[config.mk]
export PLATFORM = sky130hd
export DESIGN_NAME = calc_stream_controller
export DESIGN_NICKNAME = d
export VERILOG_FILES = /design/src/rtl/calc_stream_controller_pkg.sv /design/src/rtl/calc_stream_controller_result_packer.sv /design/src/rtl/calc_stream_controller.sv
export SDC_FILE = /design/constraint.sdc
export NUM_CORES = 1
export LEC_CHECK = 0
export ABC_AREA = 1
export CAP_MARGIN = 30
export CORE_MARGIN = 2
export CORE_UTILIZATION = 55
export CTS_CLUSTER_DIAMETER = 200
export DETAILED_ROUTE_END_ITERATION = 7
export HOLD_SLACK_MARGIN = 0.02
export PLACE_DENSITY = 0.82
export SLEW_MARGIN = 10
export SYNTH_ARGS = -nofsm -noshare
export SYNTH_HDL_FRONTEND = slang
export SYNTH_SLANG_ARGS = --single-unit
[constraint.sdc]
create_clock -name clk_i -period 4.2 [get_ports clk_i]
set_input_delay 0.84 -clock clk_i [delete_from_list [all_inputs] [get_ports clk_i]]
set_output_delay 0.84 -clock clk_i [all_outputs]
set_load 0.02 [all_outputs]
[src/rtl/calc_stream_controller_pkg.sv]
// Shared definitions for the streaming calculator controller: default
// widths, FSM state encoding, arithmetic mode and a lane-index helper.
package calculator_pkg;

  localparam int DEF_DATA_W = 32;
  localparam int DEF_ADDR_W = 10;

  typedef enum logic [2:0] {
    S_IDLE,
    S_READ,
    S_WAIT,
    S_EXEC,
    S_WRITE,
    S_DONE
  } state_t;

  typedef enum logic {
    MODE_ADD = 1'b0,
    MODE_SUB = 1'b1
  } mode_t;

  // Width of a lane index; a single-lane packer still needs one bit.
  function automatic int lane_w(input int pack);
    return (pack > 1) ? $clog2(pack) : 1;
  endfunction

endpackage

[src/rtl/calc_stream_controller_result_packer.sv]
// Collects PACK results into one write word. The first result of a group
// lands in the most-significant lane; unfilled lanes stay zero.
module result_packer
  import calculator_pkg::*;
#(
  parameter int DATA_W = DEF_DATA_W,
  parameter int PACK   = 2
) (
  input  logic                   clk_i,
  input  logic                   rst_ni,
  input  logic                   clear_i,
  input  logic                   load_i,
  input  logic [DATA_W-1:0]      data_i,
  output logic                   full_o,
  output logic [PACK*DATA_W-1:0] word_o
);

  localparam int LANE_W = lane_w(PACK);
  localparam logic [LANE_W-1:0] LAST_LANE = LANE_W'(PACK - 1);

  logic [LANE_W-1:0] lane_q, lane_d;
  logic [DATA_W-1:0] buf_q [PACK];
  logic [DATA_W-1:0] buf_d [PACK];

  // High when the next load fills the last lane of the word.
  assign full_o = (lane_q == LAST_LANE);

  // Lane pointer and lane contents; clear takes priority over load.
  always_comb begin
    lane_d = lane_q;
    buf_d  = buf_q;
    if (clear_i) begin
      lane_d = '0;
      for (int i = 0; i < PACK; i++) buf_d[i] = '0;
    end else if (load_i) begin
      buf_d[lane_q] = data_i;
      lane_d        = full_o ? '0 : lane_q + 1'b1;
    end
  end

  // Lane pointer and buffer registers.
  always_ff @(posedge clk_i) begin
    if (!rst_ni) begin
      lane_q <= '0;
      for (int i = 0; i < PACK; i++) buf_q[i] <= '0;
    end else begin
      lane_q <= lane_d;
      buf_q  <= buf_d;
    end
  end

  // Lane 0 is the most-significant slice of the output word.
  for (genvar gi = 0; gi < PACK; gi++) begin : g_lane
    assign word_o[(PACK-1-gi)*DATA_W +: DATA_W] = buf_q[gi];
  end

endmodule

[src/rtl/calc_stream_controller.sv]
// Streams operand pairs from SRAM, adds or subtracts each pair, packs the
// results and writes them into a bounded destination range.
module calc_stream_controller
  import calculator_pkg::*;
#(
  parameter int DATA_W = DEF_DATA_W,
  parameter int ADDR_W = DEF_ADDR_W,
  parameter int PACK   = 2,
  parameter int RD_LAT = 1
) (
  input  logic                   clk_i,
  input  logic                   rst_ni,
  input  logic                   start_i,
  input  logic                   mode_i,
  input  logic [ADDR_W-1:0]      read_start_addr,
  input  logic [ADDR_W-1:0]      read_end_addr,
  input  logic [ADDR_W-1:0]      write_start_addr,
  input  logic [ADDR_W-1:0]      write_end_addr,
  output logic                   read_n_o,
  output logic [ADDR_W-1:0]      r_addr_o,
  input  logic [2*DATA_W-1:0]    r_data_i,
  output logic                   write_n_o,
  output logic [ADDR_W-1:0]      w_addr_o,
  output logic [PACK*DATA_W-1:0] w_data_o,
  output logic                   busy_o,
  output logic                   done_o,
  output logic                   overflow_o,
  output logic                   err_o
);

  // Last wait-counter value before the read data is valid.
  localparam logic [1:0] WAIT_LAST = 2'(RD_LAT - 2);

  state_t                   state_q, state_d;
  mode_t                    mode_q, mode_d;
  logic [ADDR_W-1:0]        rd_addr_q, rd_addr_d, rd_end_q, rd_end_d;
  logic [ADDR_W-1:0]        wr_addr_q, wr_addr_d, wr_end_q, wr_end_d;
  logic [1:0]               wait_q, wait_d;
  logic                     last_rd_q, last_rd_d;
  logic                     ovf_q, ovf_d, err_q, err_d;
  logic [PACK*DATA_W-1:0]   w_data_q, w_data_d;

  logic                     pk_clear, pk_load, pk_full;
  logic [PACK*DATA_W-1:0]   pk_word;
  logic [DATA_W-1:0]        op_a, op_b;
  logic [DATA_W:0]          result;

  assign op_a = r_data_i[2*DATA_W-1:DATA_W];
  assign op_b = r_data_i[DATA_W-1:0];

  // The extra top bit is the carry for add and the borrow for subtract.
  assign result = (mode_q == MODE_SUB) ? ({1'b0, op_a} - {1'b0, op_b})
                                       : ({1'b0, op_a} + {1'b0, op_b});

  result_packer #(
    .DATA_W(DATA_W),
    .PACK  (PACK)
  ) u_packer (
    .clk_i  (clk_i),
    .rst_ni (rst_ni),
    .clear_i(pk_clear),
    .load_i (pk_load),
    .data_i (result[DATA_W-1:0]),
    .full_o (pk_full),
    .word_o (pk_word)
  );

  // Next-state and datapath updates; every register holds by default.
  always_comb begin
    state_d   = state_q;
    mode_d    = mode_q;
    rd_addr_d = rd_addr_q;
    rd_end_d  = rd_end_q;
    wr_addr_d = wr_addr_q;
    wr_end_d  = wr_end_q;
    wait_d    = wait_q;
    last_rd_d = last_rd_q;
    ovf_d     = ovf_q;
    err_d     = err_q;
    w_data_d  = w_data_q;
    pk_clear  = 1'b0;
    pk_load   = 1'b0;
    case (state_q)
      S_IDLE: begin
        if (start_i) begin
          mode_d    = mode_t'(mode_i);
          rd_addr_d = read_start_addr;
          rd_end_d  = read_end_addr;
          wr_addr_d = write_start_addr;
          wr_end_d  = write_end_addr;
          last_rd_d = 1'b0;
          ovf_d     = 1'b0;
          err_d     = 1'b0;
          pk_clear  = 1'b1;
          if ((read_start_addr > read_end_addr) ||
              (write_start_addr > write_end_addr)) begin
            err_d   = 1'b1;
            state_d = S_DONE;
          end else begin
            state_d = S_READ;
          end
        end
      end
      S_READ: begin
        wait_d  = '0;
        state_d = (RD_LAT == 1) ? S_EXEC : S_WAIT;
      end
      S_WAIT: begin
        if (wait_q == WAIT_LAST) state_d = S_EXEC;
        else                     wait_d  = wait_q + 2'd1;
      end
      S_EXEC: begin
        pk_load   = 1'b1;
        ovf_d     = ovf_q | result[DATA_W];
        rd_addr_d = rd_addr_q + 1'b1;
        last_rd_d = (rd_addr_q == rd_end_q);
        state_d   = (pk_full || (rd_addr_q == rd_end_q)) ? S_WRITE : S_READ;
      end
      S_WRITE: begin
        pk_clear  = 1'b1;
        w_data_d  = pk_word;
        wr_addr_d = wr_addr_q + 1'b1;
        if (last_rd_q) begin
          state_d = S_DONE;
        end else if (wr_addr_q == wr_end_q) begin
          err_d   = 1'b1;
          state_d = S_DONE;
        end else begin
          state_d = S_READ;
        end
      end
      S_DONE: state_d = S_IDLE;
      default: state_d = S_IDLE;
    endcase
  end

  // State and datapath registers.
  always_ff @(posedge clk_i) begin
    if (!rst_ni) begin
      state_q   <= S_IDLE;
      mode_q    <= MODE_ADD;
      rd_addr_q <= '0;
      rd_end_q  <= '0;
      wr_addr_q <= '0;
      wr_end_q  <= '0;
      wait_q    <= '0;
      last_rd_q <= 1'b0;
      ovf_q     <= 1'b0;
      err_q     <= 1'b0;
      w_data_q  <= '0;
    end else begin
      state_q   <= state_d;
      mode_q    <= mode_d;
      rd_addr_q <= rd_addr_d;
      rd_end_q  <= rd_end_d;
      wr_addr_q <= wr_addr_d;
      wr_end_q  <= wr_end_d;
      wait_q    <= wait_d;
      last_rd_q <= last_rd_d;
      ovf_q     <= ovf_d;
      err_q     <= err_d;
      w_data_q  <= w_data_d;
    end
  end

  // Write strobe is also gated by reset so an aborted run never writes.
  assign read_n_o   = (state_q != S_READ);
  assign write_n_o  = !((state_q == S_WRITE) && rst_ni);
  assign r_addr_o   = rd_addr_q;
  assign w_addr_o   = wr_addr_q;
  assign w_data_o   = (state_q == S_WRITE) ? pk_word : w_data_q;
  assign busy_o     = (state_q != S_IDLE);
  assign done_o     = (state_q == S_DONE);
  assign overflow_o = ovf_q;
  assign err_o      = err_q;

endmodule

Word level (Yosys, flattened, before mapping)
Index checks and enable logic that the tools add are counted.

Input bits: 108. Logic and storage cells: 88. Flip-flop bits (word level): 178. Output and inout bits: 90.

$lt $le $gt $ge: 4. Bitwise operators: 3. Reductions and logical operators: 17. Equal/unequal tests: 14. Add/subtract/negate cells: 6. Mux-type cells: 30.

Operators by type and width (number): bitwise mux 64 bit (1); 2-to-1 mux 64 bit (1); case mux 10 bit (2 select lines) (2); adder 32 x 32 -> 33 bit (1); 2-to-1 mux 33 bit (1); subtractor 32 x 32 -> 33 bit (1); demux 32 bit (select 1 bit) (1); 2-to-1 mux 32 bit (1); adder 10 x 1 -> 10 bit, second input constant (2); == test 10 bit (2); > comparator 10 bit (2); 2-to-1 mux 10 bit (2); 2-to-1 mux 3 bit (6); case mux 3 bit (5 select lines) (1); != test 2 bit, second input constant (5); AND reduction 2 bit (5); 2-to-1 mux 1 bit (8); case mux 1 bit (2 select lines) (4); == test 3 x 2 -> 1 bit, second input constant (2); == test 3 bit, second input constant (2); nonzero test 2 bit (3); case mux 2 bit (2 select lines) (1); AND reduction 4 bit (1); == test 3 x 1 -> 1 bit, second input constant (1); 16 further kinds (18).

Logic depth before layout (Yosys ltp)
Gate-level depths: netlist of run 1.

Depth in word-level cells: 6. Gate-level depth with buffers: 24. Depth with buffers taken out: 24.

Modules after synthesis
Synthesis of run 1 repeated with hierarchy kept, for this count alone.

Cell total of the unflattened synthesis: 1674. Area total of the unflattened synthesis: 11214.5 um2.

By module, submodules not included: calc_stream_controller (area an instance 8683.3 um2, times used 1, cells each 1320, seq. area each 2262.2 um2); result_packer (area an instance 2531.2 um2, times used 1, cells each 354, seq. area each 1301.2 um2).

Worst setup path after synthesis of run 1
Ideal clock, no wire load.

Path kind: input to register. From: input r_data_i[1]. To: register u_packer.buf_q (netlist bit u_packer.word_o[60]). Buffers on the path: 0. Data arrival time: 3033 ps. Required time: 4091 ps. Stages: 21. Setup time: 109 ps. Slack: 1058 ps. Cells stage by stage: inv_1 > ha_1 > nand2_1 > nor2_2 > nand2_1 > nand2_1 > nand2_1 > nor2_1 > o21ai_1 > xor2_1 > inv_1 > ha_1 > nand2_1 > nor2_1 > nand2_1 > nor2_1 > nand2_1 > nand3_1 > nand3_1 > nand2_1 > inv_1.

Cells in the longest elaborated chain, start to end: 3. Elaborated cells between the ends (all ways): 4. Those cells by class: add/sub: 2; mux: 2.

Ends and longest elaborated chain: from (decl) (RTL line calc_stream_controller.sv:21) `input logic [2*DATA_W-1:0] r_data_i,`; adder 32 x 32 -> 33 bit or subtractor 32 x 32 -> 33 bit (tied branches) (RTL line calc_stream_controller.sv:53, calc_stream_controller.sv:52); 2-to-1 mux 33 bit * (RTL line calc_stream_controller.sv:52) `assign result = (mode_q == MODE_SUB) ? ({1'b0, op_a} - {1'b0, op_b})`; bitwise mux 64 bit * (RTL line calc_stream_controller_result_packer.sv:36) `buf_d[lane_q] = data_i;`; to (signal assigned) (RTL line calc_stream_controller_result_packer.sv:48) `buf_q <= buf_d;`; to (decl) (RTL line calc_stream_controller_result_packer.sv:22) `logic [DATA_W-1:0] buf_q [PACK];`.

Every way passes the cells marked *; elsewhere a longest branch is shown, timed or not. A chain may end at the register's enable or synchronous reset.

Worst setup path after layout of run 1
From: input r_data_i[0]. To: register u_packer.buf_q (netlist bit u_packer.word_o[59]).

Same word-level chain as after synthesis.

==> impl_metrics.yaml, run 1 <==
clocking:
  cts_tree: "done"
  cts.repair.resized: 0
  cts_buffers: 17
  post_cts_buffers: 0
  clkLatencyLatePin_ns: 0.43
  cts_hold_buf: 0
  cts_root_buffer: "clkbuf_16"
  htreeDepth: 4
  clock_tree.buffer_depth: 2
  clk_pin_slew_ns: 0.07
  clock-sinks: 178
drt:
  drc: 0
  via_count: 11600
  vias_per_cell: 5.07
  wl_per_cell_um: 14.0
  drt_iter0_markers: 675
  first_pass_iters: 5
  wl_mm: 31.9
  postRouteAntennaNets: 0
layout:
  drive_gt1_frac: 0.0682
  synthToLayoutAreaGrowth_pct: 23.8
  multi_input_area_um2: 6340
  seqCellArea_um2: 3560
  final_area_um2: 14400
  diodes: 0
  fill_cells: 1839
  final_core_util: 0.689
  nets: 2160
power_and_ir_drop:
  power.density_nw_per_um2: 493
  peakVddDrop_mv: 0.237
  p_leak_uw: 0.00782
logic_synthesis:
  synth_area_leaders: "dfxtp_1, nand2_1, inv_1"
  yosys.area.top_type_share: 0.307
  syn-num-nets: 1985
  syn_inst: 1820
  synth-edff-count: 0
  synth.most_common_cell: "nand2_1"
  synth_commonest_cells: "nand2_1, inv_1, nor2_1"
  ys_types: 48
  synth_area_leader_cell: "dfxtp_1"
  syn_avg_cell_area_um2: 6.37
  ys_ff_latch: 178
  synth-seq-area-share: 0.307
  syn_area_um2: 11600
  yosys_most_used_dff: "dfxtp_1"
  async_reset_ff_frac: 0
  synth_warnings: 0
timing:
  holdWs_ns: 0.465
  rsz0062_at_grt: "no"
  tns_ns: 0
  finalHoldViolations: 0
  skew_ns: 0.0146
  finalMaxSlewViolations: 0
  min_period_over_period: 0.909
  setup_ws_ns: 0.381
  period_minus_slack_ns: 3.82
  setup_viol: 0
  fmax_mhz: 262
  worst_slew_pin_slew_ns: 0.774
  max-slew-margin-rel: 0.484
floorplanning:
  die_w_um: 149
  core_area_um2: 20800
  die_area_um2: 22300
  die_y_um: 149
  start_util: 0.557
  rows: 53
  io_pins: 198
setup_path:
  cp_max_fo: 5
  worstSetupEndpointType: "flip-flop"
  arrival_ns: 4.15
  cp.required_ns: 4.53
  startpoint_type: "input pin"
  path_class: "in -> reg"
placement:
  portBuffers: 197
  place.gp.congestion: 0.962
  post_dp_cell_area_um2: 13700
  place_ws_ns: -0.0244
  hpwl_mm: 24.7
global_routing:
  grt_usage: 0.282
  grt_max_degree: 54
  antenna_found_initial: 0
  overflow: 0
  grt_pass1_vias: 10700
  grt_pass1_wl_mm: 50.7
job:
  max-cap-violations: 0
min_path:
  hold_class: "reg -> reg"
outcome:
  outcome: "finished clean"
power breakdown:
part           total, uW  leakage (uW)  internal (uW)  switching, uW
Combinational       3290       0.00607           1310           1980
Clock               1690      0.000301            957            736
Sequential          2100       0.00145           1940            164
Total               7080       0.00782           4210           2880
path summary, 6_finish.rpt:
check        slack, ns                  end  cells past startpoint          startpoint
max               0.38  u_packer.word_o[59]                     22         r_data_i[0]
max reg2reg       1.03  u_packer.word_o[54]                     16              mode_q
min               0.47   u_packer.word_o[0]                      2  u_packer.word_o[0]
min reg2reg       0.47   u_packer.word_o[0]                      2  u_packer.word_o[0]
area by class of cell:
class,instances,area share
clock inverters,15,0.0134
repair buffers,214,0.147
well taps,275,0.0240
clock buffers,17,0.0296
inverters,365,0.0958
multi-input cells,1219,0.442
flip-flops and latches,178,0.248
critical path, cell delays in order:
cell and delay (ns):
clkdlybuf4s50_1 0.43, inv_1 0.10, ha_1 0.17, nand2_1 0.09, nor2_2 0.20, nand2_1 0.07, nand2_1 0.11, nand2_1 0.10
nor2_1 0.21, o21ai_1 0.12, xor2_1 0.14, inv_1 0.05, ha_1 0.36, nand2_1 0.11, nor2_1 0.23, nand2_1 0.13
nor2_1 0.12, nand2_1 0.11, nand3_1 0.14, nand3_1 0.14, nand2_1 0.10, inv_1 0.04
layout by cell type, fill, tap and decap left out, drive strengths merged, types with 13 or more instances in the layout:
master,instances
buf,17
o21ai,135
a21oi,71
ha,56
nand3,91
inv,373
clkdlybuf4s50,197
nor2,223
dfxtp,178
nand2,419
or2,68
nor3,13
o21a,18
clkbuf,17
xor2,44
layer usage:
layer	track usage	wire length, um	vias to the layer above
li1	-	-	5959
met5	0	0	-
met2	0.486	15000	389
met1	0.370	14300	5188
met4	0.0752	532	0
met3	0.0401	2090	40
state kept, by name, indices dropped and copies added, names as in the netlist:
name and count:
wr_end_q 10, w_data_q 64, last_rd_q 1, state_q 3, err_o 1, r_addr_o 10, rd_end_q 10, u_packer.word_o 64
u_packer.full_o 1, wait_q 2, w_addr_o 10, mode_q 1, overflow_o 1
stage by stage:
| stage | power [uW] | cells |
|---|---|---|
| after detailed placement | 5390 | 2250 |
| after CTS | 7080 | 2282 |
| after global routing | 7520 | 2283 |
| after global placement | 5340 | 2250 |
| final | 7080 | 2283 |
| after floorplan | 4230 | 1820 |
kinds of logic after synthesis:
group	Yosys count	share of synthesized area
AO/OA/AOI/OAI	271	0.132
XOR/XNOR	56	0.0423
adder cells (fa/ha/maj)	57	0.0622
buffers and inverters	423	0.146
flip-flops	178	0.307
AND/OR/NAND/NOR	835	0.311
(Power assumes the default switching activity.)
==> inputs of run 2 (changes only) <==
Settings changed: CTS_CLUSTER_DIAMETER 200 to 40.
==> results of run 2 <==
Same layout as run 1: the final DEF is identical, and so are final timing and power.
==> inputs of run 3 (changes only) <==
Settings changed: CORE_MARGIN 2 to 5, CORE_UTILIZATION 55 to 40, PLACE_DENSITY 0.82 to unset.
Clock period 4.2 ns to 3.61 ns, I/O delays scaled along.
==> impl_metrics.yaml, run 3 (synthesis results as in run 1) <==
min_path:
  whs_endpoint: "u_packer.word_o[0]"
  hold_start: "u_packer.word_o[0]"
  whs_path_depth: 2
  hold_class: "reg -> reg"
clocking:
  cts_tree: "done"
  clkLatencyLatePin_ns: 0.43
  cts_root_buffer: "clkbuf_16"
  clock_tree.buffer_depth: 2
  htreeDepth: 4
  clock-sinks: 178
  cts_buffers: 17
  clk_pin_slew_ns: 0.07
drt:
  wl_mm: 33.5
  drc: 0
  postRouteAntennaNets: 0
  wl_per_cell_um: 13.6
  first_pass_iters: 5
  via_count: 11500
  vias_per_cell: 4.69
  drt_iter0_markers: 755
global_routing:
  overflow: 0
  grt_usage: 0.203
  antenna_found_initial: 0
  grt_pass1_vias: 11200
  grt_pass1_wl_mm: 55.6
  grt_max_degree: 69
timing:
  setup_viol: 0
  worst_slew_pin_slew_ns: 0.817
  skew_ns: 0.0134
  setup_ws_ns: 0.223
  holdWs_ns: 0.462
  finalHoldViolations: 0
  fmax_mhz: 295
  max-slew-margin-rel: 0.454
  rsz0062_at_grt: "no"
  min_period_over_period: 0.938
  period_minus_slack_ns: 3.39
  finalMaxSlewViolations: 0
floorplanning:
  die_y_um: 180
  rows: 62
  start_util: 0.405
  die_area_um2: 32500
  io_pins: 198
  die_w_um: 180
  core_area_um2: 28600
power_and_ir_drop:
  peakVddDrop_mv: 0.344
  pwr-share-clk: 0.219
  power.share.combinational: 0.484
  p_sw_frac: 0.413
  power.total_uw: 8260
  p_sw_uw: 3410
  pwr-share-seq: 0.296
  power.density_nw_per_um2: 552
  power.internal_uw: 4850
  p_leak_uw: 0.00811
setup_path:
  path_class: "reg -> out"
  r2r_cells: 16
  rr_endpoint: "u_packer.word_o[58]"
  max_stage_delay_ns: 0.61
  crit_chain: "nor2_4, nand2_4, buf_4, o21ai_0, inv_1, clkdlybuf4s50_1"
  cp_top_family: "buffers and inverters"
  startpoint_type: "flip-flop"
  cp_max_fo: 68
  crit_buf_inv: 3
  cp.required_ns: 2.89
  worstSetupEndpointType: "primary output"
  r2r_start: "mode_q"
  crit_slowest_cell: "clkdlybuf4s50_1"
  arrival_ns: 2.67
  r2r_setup_slack_ns: 0.70
layout:
  seqCellArea_um2: 3560
  synthToLayoutAreaGrowth_pct: 29.1
  drive_gt1_frac: 0.103
  multi_input_area_um2: 6380
  final_common_cell: "nand2_1"
  fill_cells: 2894
  final_area_um2: 15000
  diodes: 0
  final_cells: 2456
  nets: 2224
  layout_common_cells: "nand2_1, inv_1, nor2_1"
placement:
  dp_cells: 2423
  portBuffers: 197
  post_dp_cell_area_um2: 14300
  place.gp.congestion: 0.881
  place_ws_ns: -0.222
  hpwl_mm: 26.4
job:
  max-cap-violations: 0
outcome:
  outcome: "finished clean"
run 3: cell count changes in the layout (fill, tap and decap cells not counted), sizes merged:
cell / delta
clkinv: +2
bufinv: -3
buf: +64
inv: +3
clkinvlp: -2
run 3: final cells by class:
| class | count | area share |
|---|---|---|
| Clock buffer | 17 | 0.0284 |
| Clock inverter | 15 | 0.0101 |
| Inverter | 365 | 0.0919 |
| Multi-Input combinational cell | 1219 | 0.426 |
| Sequential cell | 178 | 0.238 |
| Tap cell | 384 | 0.0321 |
| Timing Repair Buffer | 278 | 0.173 |
run 3: how the worst max path moves through the flow:
stage,start,end,slack [ns],cells past startpoint
2_1_floorplan,r_data_i[1],u_packer.word_o[60],0.59,21
3_3_place_gp,r_data_i[0],u_packer.word_o[60],-0.19,22
3_5_place_dp,r_data_i[0],u_packer.word_o[60],-0.22,22
4_1_cts,state_q[0],w_data_o[19],0.15,6
5_1_grt,r_data_i[5],u_packer.word_o[58],0.0005,21
6_report,state_q[0],w_data_o[19],0.22,6
run 3: routing by layer:
metal  track usage  part of all wire  vias up
met5             0                 0        -
met4        0.0454             0.014        0
met3        0.0256             0.039       23
met2         0.334              0.44      254
met1         0.284              0.50     5173
li1              -                 -     6075
run 3: worst register-to-register path, cell delays in order, from the launching register on:
cell	delay (ns)
dfxtp_1	0.41
inv_1	0.24
buf_4	0.27
a21oi_1	0.14
buf_4	0.14
nand2_1	0.06
xnor2_1	0.13
ha_1	0.38
nand2_1	0.16
nor2_1	0.24
nand2_1	0.11
nor2_1	0.11
nand2_1	0.07
nand3_1	0.11
nand3_1	0.12
nand2_1	0.10
inv_1	0.04
run 3: power by group through the flow:
stage | sequential, uW | clock (uW) | combinational (uW)
floorplan | 2500 | 0 | 2410
global placement | 2480 | 0 | 3980
detailed placement | 2490 | 0 | 4000
CTS | 2450 | 1860 | 4020
global route | 2480 | 1930 | 4430
finish | 2450 | 1810 | 4000
run 3: metrics by stage:
step / TNS, ns / utilization
floorplan: 0 / -
global route: 0 / 0.523
CTS: 0 / 0.521
detailed placement: -4.07 / 0.501
finish: 0 / 0.523
global placement: -3.15 / 0.501
run 3: what timing repair did:
item                                    4_1_cts  5_1_grt
endpoints found under the setup margin        0       17
hold buffers                                  0        0
setup buffers                                 0        1
resized for setup                             0       14
